===== src/rtl/regfile_dbg_access_if.sv =====
// Bundle of the debug initiator's control, register-file and stream signals.
// The master side is the debug block; the slave side is the core/host around it.
interface regfile_dbg_access_if;
   logic        dump_start;
   logic        load_start;
   logic        busy;
   logic        done;
   logic        core_halt;
   logic [4:0]  dbg_rs;
   logic [31:0] dbg_rdata;
   logic [4:0]  dbg_rd;
   logic [31:0] dbg_wdata;
   logic        dbg_we;
   // Streams: a word moves on a rising edge where valid and ready are both high;
   // valid and data stay stable until that edge.
   logic [31:0] out_data;
   logic        out_valid;
   logic        out_ready;
   logic [31:0] in_data;
   logic        in_valid;
   logic        in_ready;
   logic [2:0]  fsm_state;

   modport master (
      input  dump_start, load_start, dbg_rdata, out_ready, in_data, in_valid,
      output busy, done, core_halt, dbg_rs, dbg_rd, dbg_wdata, dbg_we,
             out_data, out_valid, in_ready, fsm_state
   );

   modport slave (
      output dump_start, load_start, dbg_rdata, out_ready, in_data, in_valid,
      input  busy, done, core_halt, dbg_rs, dbg_rd, dbg_wdata, dbg_we,
             out_data, out_valid, in_ready, fsm_state
   );
endinterface


===== src/rtl/regfile_dbg_access.sv =====
// Debug initiator: halts the core and bulk-dumps or bulk-loads registers
// FIRST_REG..LAST_REG of the 32x32 register file over valid/ready streams.
module regfile_dbg_access #(
   parameter int unsigned FIRST_REG = 1,
   parameter int unsigned LAST_REG  = 31
) (
   input  logic                  clk,
   input  logic                  rst,
   regfile_dbg_access_if.master  bus
);
   localparam logic [2:0] S_IDLE      = 3'd0;
   localparam logic [2:0] S_HALT      = 3'd1;
   localparam logic [2:0] S_DUMP_RD   = 3'd2;
   localparam logic [2:0] S_DUMP_SEND = 3'd3;
   localparam logic [2:0] S_LOAD      = 3'd4;
   localparam logic [2:0] S_DONE      = 3'd5;

   localparam logic [4:0] FIRST_IDX = 5'(FIRST_REG);
   localparam logic [4:0] LAST_IDX  = 5'(LAST_REG);

   logic [2:0]  state_q, state_d;
   logic        mode_load_q, mode_load_d;
   logic [4:0]  idx_q, idx_d;
   logic [31:0] out_data_q, out_data_d;
   logic        out_valid_q, out_valid_d;
   logic [4:0]  dbg_rd_q, dbg_rd_d;
   logic [31:0] dbg_wdata_q, dbg_wdata_d;
   logic        dbg_we_q, dbg_we_d;

   always_comb begin
      state_d     = state_q;
      mode_load_d = mode_load_q;
      idx_d       = idx_q;
      out_data_d  = out_data_q;
      out_valid_d = out_valid_q;
      dbg_rd_d    = dbg_rd_q;
      dbg_wdata_d = dbg_wdata_q;
      dbg_we_d    = 1'b0;
      case (state_q)
         S_IDLE: begin
            // Dump has priority when both starts arrive together.
            if (bus.dump_start) begin
               state_d     = S_HALT;
               mode_load_d = 1'b0;
               idx_d       = FIRST_IDX;
            end else if (bus.load_start) begin
               state_d     = S_HALT;
               mode_load_d = 1'b1;
               idx_d       = FIRST_IDX;
            end
         end
         S_HALT: state_d = mode_load_q ? S_LOAD : S_DUMP_RD;
         S_DUMP_RD: begin
            out_data_d  = bus.dbg_rdata;
            out_valid_d = 1'b1;
            state_d     = S_DUMP_SEND;
         end
         S_DUMP_SEND: begin
            if (bus.out_ready) begin
               out_valid_d = 1'b0;
               if (idx_q == LAST_IDX) begin
                  state_d = S_DONE;
               end else begin
                  idx_d   = idx_q + 5'd1;
                  state_d = S_DUMP_RD;
               end
            end
         end
         S_LOAD: begin
            // The write pulse is registered, so the last one lands in DONE.
            if (bus.in_valid) begin
               dbg_rd_d    = idx_q;
               dbg_wdata_d = bus.in_data;
               dbg_we_d    = 1'b1;
               if (idx_q == LAST_IDX) begin
                  state_d = S_DONE;
               end else begin
                  idx_d = idx_q + 5'd1;
               end
            end
         end
         S_DONE:  state_d = S_IDLE;
         default: state_d = S_IDLE;
      endcase
   end

   always_ff @(posedge clk or posedge rst) begin
      if (rst) begin
         state_q     <= S_IDLE;
         mode_load_q <= 1'b0;
         idx_q       <= 5'd0;
         out_data_q  <= 32'd0;
         out_valid_q <= 1'b0;
         dbg_rd_q    <= 5'd0;
         dbg_wdata_q <= 32'd0;
         dbg_we_q    <= 1'b0;
      end else begin
         state_q     <= state_d;
         mode_load_q <= mode_load_d;
         idx_q       <= idx_d;
         out_data_q  <= out_data_d;
         out_valid_q <= out_valid_d;
         dbg_rd_q    <= dbg_rd_d;
         dbg_wdata_q <= dbg_wdata_d;
         dbg_we_q    <= dbg_we_d;
      end
   end

   assign bus.busy      = (state_q != S_IDLE);
   assign bus.core_halt = (state_q != S_IDLE);
   assign bus.done      = (state_q == S_DONE);
   assign bus.in_ready  = (state_q == S_LOAD);
   assign bus.dbg_rs    = idx_q;
   assign bus.dbg_rd    = dbg_rd_q;
   assign bus.dbg_wdata = dbg_wdata_q;
   assign bus.dbg_we    = dbg_we_q;
   assign bus.out_data  = out_data_q;
   assign bus.out_valid = out_valid_q;
   assign bus.fsm_state = state_q;
endmodule


===== src/flat_wrapper.sv =====
// flat-port wrapper written by rule: the top's interface ports become plain ports
module regfile_dbg_access_flat 
#(
   parameter int unsigned FIRST_REG = 1,
   parameter int unsigned LAST_REG  = 31
)
  (clk, rst, bus_dump_start, bus_load_start, bus_dbg_rdata, bus_out_ready, bus_in_data, bus_in_valid, bus_busy, bus_done, bus_core_halt, bus_dbg_rs, bus_dbg_rd, bus_dbg_wdata, bus_dbg_we, bus_out_data, bus_out_valid, bus_in_ready, bus_fsm_state);
  regfile_dbg_access_if bus_i ();
  input  logic clk;
  input  logic rst;
  input wire logic [$bits(bus_i.dump_start)-1:0] bus_dump_start;
  input wire logic [$bits(bus_i.load_start)-1:0] bus_load_start;
  input wire logic [$bits(bus_i.dbg_rdata)-1:0] bus_dbg_rdata;
  input wire logic [$bits(bus_i.out_ready)-1:0] bus_out_ready;
  input wire logic [$bits(bus_i.in_data)-1:0] bus_in_data;
  input wire logic [$bits(bus_i.in_valid)-1:0] bus_in_valid;
  output wire logic [$bits(bus_i.busy)-1:0] bus_busy;
  output wire logic [$bits(bus_i.done)-1:0] bus_done;
  output wire logic [$bits(bus_i.core_halt)-1:0] bus_core_halt;
  output wire logic [$bits(bus_i.dbg_rs)-1:0] bus_dbg_rs;
  output wire logic [$bits(bus_i.dbg_rd)-1:0] bus_dbg_rd;
  output wire logic [$bits(bus_i.dbg_wdata)-1:0] bus_dbg_wdata;
  output wire logic [$bits(bus_i.dbg_we)-1:0] bus_dbg_we;
  output wire logic [$bits(bus_i.out_data)-1:0] bus_out_data;
  output wire logic [$bits(bus_i.out_valid)-1:0] bus_out_valid;
  output wire logic [$bits(bus_i.in_ready)-1:0] bus_in_ready;
  output wire logic [$bits(bus_i.fsm_state)-1:0] bus_fsm_state;
  assign bus_i.dump_start = bus_dump_start;
  assign bus_i.load_start = bus_load_start;
  assign bus_i.dbg_rdata = bus_dbg_rdata;
  assign bus_i.out_ready = bus_out_ready;
  assign bus_i.in_data = bus_in_data;
  assign bus_i.in_valid = bus_in_valid;
  assign bus_busy = bus_i.busy;
  assign bus_done = bus_i.done;
  assign bus_core_halt = bus_i.core_halt;
  assign bus_dbg_rs = bus_i.dbg_rs;
  assign bus_dbg_rd = bus_i.dbg_rd;
  assign bus_dbg_wdata = bus_i.dbg_wdata;
  assign bus_dbg_we = bus_i.dbg_we;
  assign bus_out_data = bus_i.out_data;
  assign bus_out_valid = bus_i.out_valid;
  assign bus_in_ready = bus_i.in_ready;
  assign bus_fsm_state = bus_i.fsm_state;
  regfile_dbg_access #(.FIRST_REG(FIRST_REG), .LAST_REG(LAST_REG)) u_core (.clk(clk), .rst(rst), .bus(bus_i));
endmodule

===== config.mk =====
export PLATFORM = sky130hd
export DESIGN_NAME = regfile_dbg_access_flat
export DESIGN_NICKNAME = d
export VERILOG_FILES = /design/src/rtl/regfile_dbg_access_if.sv /design/src/rtl/regfile_dbg_access.sv /design/src/flat_wrapper.sv
export SDC_FILE = /design/constraint.sdc
export NUM_CORES = 1
export LEC_CHECK = 0
export ABC_AREA = 1
export CORE_UTILIZATION = 42
export DETAILED_ROUTE_END_ITERATION = 6
export GPL_TIMING_DRIVEN = 0
export MAX_ROUTING_LAYER = met4
export PLACE_DENSITY = 0.78
export RECOVER_POWER = 50
export SETUP_SLACK_MARGIN = 0.15
export SLEW_MARGIN = 20
export SYNTH_ARGS = -nofsm -noshare
export SYNTH_HDL_FRONTEND = slang
export SYNTH_SLANG_ARGS = --single-unit

===== constraint.sdc =====
create_clock -name clk -period 3.5 [get_ports clk]
set_input_delay 0.7 -clock clk [delete_from_list [all_inputs] [get_ports clk]]
set_output_delay 0.7 -clock clk [all_outputs]
set_load 0.05 [all_outputs]

==> results of run 1 <==
-- final cells by class --
type                       instances  area (um2)
buffer                            16        81.3
clock buffer                       9         124
clock inverter                     7         101
fill                             623        2650
inverter                          15        60.1
multi-input combinational        213        1200
sequential                        80        2000
tap                              102         128
timing repair buffer             153        1540
-- path summary, 6_finish.rpt --
| check | end | cells after the start | slack [ps] |
|---|---|---|---|
| min in group asynchronous | u_core.bus.out_data[18]$_DFFE_PP0P_ | 2 | 1230 |
| min reg2reg | u_core.bus.dbg_wdata[3]$_DFFE_PP0P_ | 2 | 480 |
| min | u_core.bus.dbg_wdata[3]$_DFFE_PP0P_ | 2 | 480 |
| max | bus_in_ready | 4 | 580 |
| max reg2reg | u_core.bus.dbg_wdata[2]$_DFFE_PP0P_ | 7 | 1590 |
| max in group asynchronous | u_core.bus.dbg_wdata[15]$_DFFE_PP0P_ | 3 | 1380 |
-- cell families after synthesis --
| group | count (synthesis) | synth area share |
|---|---|---|
| XOR/XNOR | 1 | 0.00251 |
| multiplexers | 32 | 0.134 |
| adder cells (fa/ha/maj) | 2 | 0.00718 |
| flip-flops | 80 | 0.574 |
| AND/OR/NAND/NOR | 134 | 0.167 |
| buffers and inverters | 31 | 0.0481 |
| AO/OA/AOI/OAI | 44 | 0.0678 |
-- flip-flops by register name (all words and copies together) (netlist names) --
register	count
u_core.bus.dbg_rs	5
u_core.bus.dbg_wdata	32
u_core.bus.dbg_rd	5
u_core.bus.fsm_state	3
u_core.bus.dbg_we	1
u_core.bus.out_data	32
u_core.bus.out_valid	1
u_core.mode_load_q	1
-- worst reg2reg max path, stage by stage, from the launching register on --
cell	delay, ps
dfrtp_1	450
nor2_1	380
nand2_4	120
nor2_1	170
clkbuf_1	390
buf_6	210
nand2_1	60
nand2_1	70
-- synthesized netlist by cell type --
cell type | count | share of area
inv_2 | 1 | 0.0011
o21a_1 | 2 | 0.0043
dfrtp_1 | 80 | 0.57
nand2_1 | 100 | 0.11
mux2_2 | 4 | 0.013
o21ai_1 | 20 | 0.029
xnor2_1 | 1 | 0.0025
nand3_1 | 9 | 0.013
buf_1 | 2 | 0.0022
nand2_2 | 3 | 0.0054
nor2_2 | 2 | 0.0036
inv_1 | 13 | 0.014
nor2_1 | 10 | 0.011
a21oi_1 | 1 | 0.0014
buf_2 | 3 | 0.0043
o21ai_0 | 20 | 0.029
nor3_1 | 1 | 0.0014
clkbuf_1 | 3 | 0.0032
nand2_4 | 3 | 0.0097
buf_4 | 4 | 0.0086
mux2_4 | 28 | 0.12
buf_6 | 4 | 0.013
a21oi_4 | 1 | 0.0047
nand4_1 | 3 | 0.0054
inv_4 | 1 | 0.0018
nor2_4 | 3 | 0.0097
ha_1 | 2 | 0.0072
-- per-layer routing --
layer  wire, um  share of wire  up-vias
li1           -              -     1381
met1       3600           0.42     1352
met2       4220           0.50      108
met3        515          0.060       15
met4        187          0.022        0
met5          0              0        -
-- power by group --
group | total [uW] | internal, uW | switching [uW]
clock network | 773 | 409 | 364
registers | 1090 | 1020 | 71.9
logic | 818 | 306 | 513
total | 2680 | 1730 | 948
-- placed cells by master, fill, tap and decap left out --
cell / count
nor3_1: 1
buf_1: 2
buf_4: 3
bufinv_16: 2
clkdlybuf4s50_1: 150
clkinvlp_4: 2
mux2_1: 26
nand2_1: 101
mux2_2: 4
ha_1: 2
nand4_1: 3
nand2_4: 2
buf_6: 1
nand2_2: 3
xnor2_1: 1
inv_6: 3
nor2_2: 1
nor2_4: 2
nor2_1: 12
inv_2: 1
clkbuf_1: 8
dfrtp_1: 80
a21oi_4: 1
o21ai_1: 20
inv_1: 12
a21oi_1: 1
buf_12: 1
nand3_1: 9
clkinvlp_2: 1
clkbuf_8: 9
buf_2: 2
o21a_1: 2
mux2_4: 2
inv_4: 1
o21ai_0: 20
dlygate4sd3_1: 2
-- through the flow --
stage	total power, uW	instances	setup slack [ps]
floorplan	1620	324	748
global placement	1930	578	-529
detailed placement	1950	579	1130
CTS	2720	595	733
global route	2810	595	465
finish	2680	595	577
==> summary.txt, run 1 <==
Run status
  • Outcome: finished with violations
  • Failing checks: max-capacitance violations, max-slew violations

Power
  • Power density over the cells: 512 mW/mm2
  • Leak: 0.00237 uW
  • VDD IR-drop max: 0.315 mV

Global route
  • Met2 Use GR: 0.333
  • Global-route wire length before repair: 13.6 mm
  • Vias in the first global route: 2739
  • Routing usage on met1: 0.260
  • Gr usage total: 0.209
  • Largest net degree at the start of global routing: 42
  • Total grt overflow: 0
  • Layer with the highest usage: met2
  • GRT met3 Usage: 0.0553
  • Initial antenna violation count: 0

Critical path
  • Worst r2r src: u_core.bus.fsm_state[1]$_DFFE_PP0P_
  • Critical path, cell by cell: nor2_1, nand2_4, inv_1, clkdlybuf4s50_1
  • Worst path max stage delay: 810 ps
  • Startpoint Class: flop
  • Buf/Inv on CP: 2
  • CP top delay family: buffers and inverters
  • Slowest-stage cell, CP: clkdlybuf4s50_1
  • WS Path Type: reg2out
  • Data arrival time of the critical path: 2220 ps
  • CP max FO: 6
  • Crit path launch: u_core.bus.fsm_state[1]$_DFFE_PP0P_
  • Worst EP required: 2800 ps
  • CP Capture Type: output pin

STA
  • Final critical-path share of the clock period: 0.835
  • RSZ-0062 raised after global routing: false
  • Fin. max-slew vios: 40
  • Final hold slack: 484 ps
  • Clock Skew: 7.49 ps
  • Final Critical Period: 2920 ps
  • Relative max-transition margin: -0.223
  • Fmax: 342 MHz
  • Final setup violation count: 0
  • Final Hold Vio Count: 0
  • Setup TNS: 0 ps
  • Worst slew pin tran: 1820 ps

Clock network
  • CTS tree: done
  • CTS clk-pin slew, worst paths: 80 ps
  • Root buf cell: clkbuf_8
  • # hold bufs at CTS: 0
  • Number of CTS-inserted buffers: 9
  • CTS Buffer Depth: 2
  • Worst-Skew Late Latency: 360 ps
  • Postcts setup bufs: 0
  • H-tree depth: 3
  • CTS resizes: 0
  • CTS sink cnt: 80

Worst hold path
  • Worst Hold Launch: u_core.bus.dbg_wdata[3]$_DFFE_PP0P_
  • Hold Crit Class: reg2reg

Final layout
  • Final Cell Area: 0.00524 mm2
  • ANT cells: 0
  • Layout Area Growth over Synthesis: 50.3%
  • Fin util: 0.664
  • Fin nets: 560
  • Layout cells sized above 1: 0.0832

Drt
  • Final wirelength: 8.52 mm
  • Wire per inst: 14.3 um
  • Vias per Instance: 4.80
  • DRC: 0
  • Initial DRC Count: 105
  • Antenna-violating nets left: 0
  • Via count: 2856
  • DR pass1 iterations: 4

Placed design
  • Placer Congestion: 0.885
  • Port-buffer cells: 152
  • Placed standard-cell area: 0.00516 mm2
  • Detail Placement HPWL: 6.35 mm

Flow run
  • Max Cap Viol: 1

Synthesis
  • Synth warnings: 0
  • Mapped cell area: 0.00349 mm2
  • Synth Instances: 324
  • Post-synthesis cell type count: 27
  • Sequential fraction of the synthesis area: 0.574
  • Mapped Avg Cell Area: 10.8 um2
  • #FFs+latches synth: 80
  • Syn_nets: 396

Die
  • Chip Height: 93.1 um
  • Die W: 93.1 um
  • # IOs: 153
  • Row count: 32
  • Core area: 0.00789 mm2
  • Die ar.: 0.00867 mm2
  • Initial core utilization: 0.442
(Power assumes the default switching activity.)
==> run 2, diff against run 1 <==
- clock period: 3.5 -> 3 ns (I/O delays scaled with it)
==> summary.txt, run 2 (synthesis gave the netlist of run 1 again) <==
Run status
  • Outcome: finished with violations
  • Failing checks: max-capacitance violations, max-slew violations

Critical path
  • Startpoint Class: flop
  • Crit Reg-Reg Endpoint: u_core.bus.out_data[27]$_DFFE_PP0P_
  • R2R setup slack: 1120 ps
  • Worst EP required: 2400 ps
  • WS Path Type: reg2out
  • Worst r2r src: u_core.bus.fsm_state[2]$_DFFE_PP0P_
  • CP top delay family: buffers and inverters
  • Data arrival time of the critical path: 2070 ps
  • Critical path, cell by cell: inv_4, nand2_2, buf_4, clkdlybuf4s50_1
  • Buf/Inv on CP: 3
  • Slowest-stage cell, CP: clkdlybuf4s50_1
  • Worst r2r path cells: 4
  • Worst path max stage delay: 780 ps
  • CP Capture Type: output pin
  • CP max FO: 6

Clock network
  • CTS sink cnt: 80
  • Root buf cell: clkbuf_8
  • CTS resizes: 0
  • CTS tree: done
  • Postcts setup bufs: 0
  • Worst-Skew Late Latency: 360 ps
  • CTS clk-pin slew, worst paths: 80 ps
  • H-tree depth: 3
  • CTS Buffer Depth: 2
  • # hold bufs at CTS: 0
  • Number of CTS-inserted buffers: 9

Final layout
  • Register area: 0.00200 mm2
  • Fin util: 0.664
  • Fillers: 623
  • Area of the multi-input gates: 0.00121 mm2
  • Most common cell after layout, fill and taps aside: clkdlybuf4s50_1
  • Fin nets: 560
  • Layout cells sized above 1: 0.0852
  • Layout Area Growth over Synthesis: 50.1%
  • ANT cells: 0
  • Commonest non-fill, non-tap cells in the layout: clkdlybuf4s50_1 (150), nand2_1 (101), dfrtp_1 (80)

STA
  • Fin. max-slew vios: 41
  • Clock Skew: 7.80 ps
  • Fmax: 375 MHz
  • Worst slew pin tran: 1770 ps
  • Final Critical Period: 2670 ps
  • Final Hold Vio Count: 0
  • Relative max-transition margin: -0.185
  • Final setup violation count: 0
  • RSZ-0062 raised after global routing: false
  • Final critical-path share of the clock period: 0.888
  • Final hold slack: 484 ps

Die
  • Row count: 32
  • # IOs: 153
  • Initial core utilization: 0.442
  • Chip Height: 93.1 um
  • Die W: 93.1 um
  • Core area: 0.00789 mm2
  • Die ar.: 0.00867 mm2

Drt
  • DRC: 0
  • Vias per Instance: 4.80
  • DR pass1 iterations: 4
  • Antenna-violating nets left: 0
  • Via count: 2856
  • Final wirelength: 8.52 mm
  • Wire per inst: 14.3 um
  • Initial DRC Count: 90

Flow run
  • Max Cap Viol: 1

Worst hold path
  • Hold Path Sink: u_core.bus.dbg_wdata[3]$_DFFE_PP0P_
  • Hold Crit Class: reg2reg
  • Worst Hold Launch: u_core.bus.dbg_wdata[3]$_DFFE_PP0P_
  • WHS Path Cells: 2

Power
  • VDD IR-drop max: 0.367 mV
  • Switching power: 1110 uW
  • Seq pwr share: 0.407
  • Cell Int Power: 2020 uW
  • Power density over the cells: 597 mW/mm2
  • Total power draw: 3130 uW
  • Clock share of power: 0.288
  • Switching share of power: 0.354
  • Leak: 0.00237 uW
  • Logic pwr share: 0.305

Placed design
  • Port-buffer cells: 152
  • Placer Congestion: 0.885
  • Detail Placement HPWL: 6.35 mm

Global route
  • Total grt overflow: 0
  • Gr usage total: 0.209
  • Vias in the first global route: 2739
  • Initial antenna violation count: 0
  • Largest net degree at the start of global routing: 42
  • Global-route wire length before repair: 13.6 mm
[run 2: cell types whose count changed in the layout (fill, tap and decap cells not counted)]
cell | previous run | this run
clkbuf_4 | 0 | 1
buf_12 | 1 | 0
nor2_1 | 12 | 11
nor2_4 | 2 | 3
[run 2: how the worst max path moves through the flow]
stage                                              from                               end  slack, ps  cells past startpoint
floorplan                                           rst  u_core.bus.dbg_rd[0]$_DFFE_PP0P_        350                      1
global placement                                    rst  u_core.bus.dbg_rs[0]$_DFFE_PP0P_       -930                      2
detailed placement  u_core.bus.fsm_state[2]$_DFFE_PP0P_                     bus_core_halt        730                      4
CTS                 u_core.bus.fsm_state[2]$_DFFE_PP0P_                     bus_core_halt        330                      4
global route                                        rst  u_core.bus.dbg_rd[3]$_DFFE_PP0P_        150                      3
finish              u_core.bus.fsm_state[2]$_DFFE_PP0P_                     bus_core_halt        330                      4
[run 2: final cells by class]
class,instances,area share
plain buffers,16,0.0155
well taps,102,0.0244
repair buffers,153,0.292
clock inverters,7,0.0194
clock buffers,9,0.0237
multi-input cells,213,0.231
flip-flops and latches,80,0.383
inverters,15,0.0115
[run 2: worst register-to-register path: cells and delay by family (launching register included)]
family,cells,cell delay [ps]
DFF,1,590
buffers and inverters,1,490
muxes,1,390
and+or+nand+nor,2,300
[run 2: metal layers]
metal | part of all wire | global-route usage
met5 | 0 | -
met2 | 0.50 | 0.333
met1 | 0.42 | 0.260
met4 | 0.022 | 0.0718
met3 | 0.055 | 0.0553
[run 2: power groups by stage]
| stage | Clock (uW) | Combinational (uW) | Sequential, uW |
|---|---|---|---|
| global placement | 0 | 962 | 1290 |
| floorplan | 0 | 209 | 1680 |
| finish | 902 | 952 | 1270 |
| CTS | 915 | 981 | 1270 |
| detailed placement | 0 | 976 | 1300 |
| global route | 975 | 1010 | 1290 |
[run 2: through the flow]
step	worst slack (ps)	std cells	setup TNS [ps]	area, um2
2_1_floorplan	348	324	0	3490
6_report	335	595	0	5230
3_3_place_gp	-929	578	-74080	5130
3_5_place_dp	732	579	0	5160
5_1_grt	149	595	0	5230
4_1_cts	333	595	0	5380
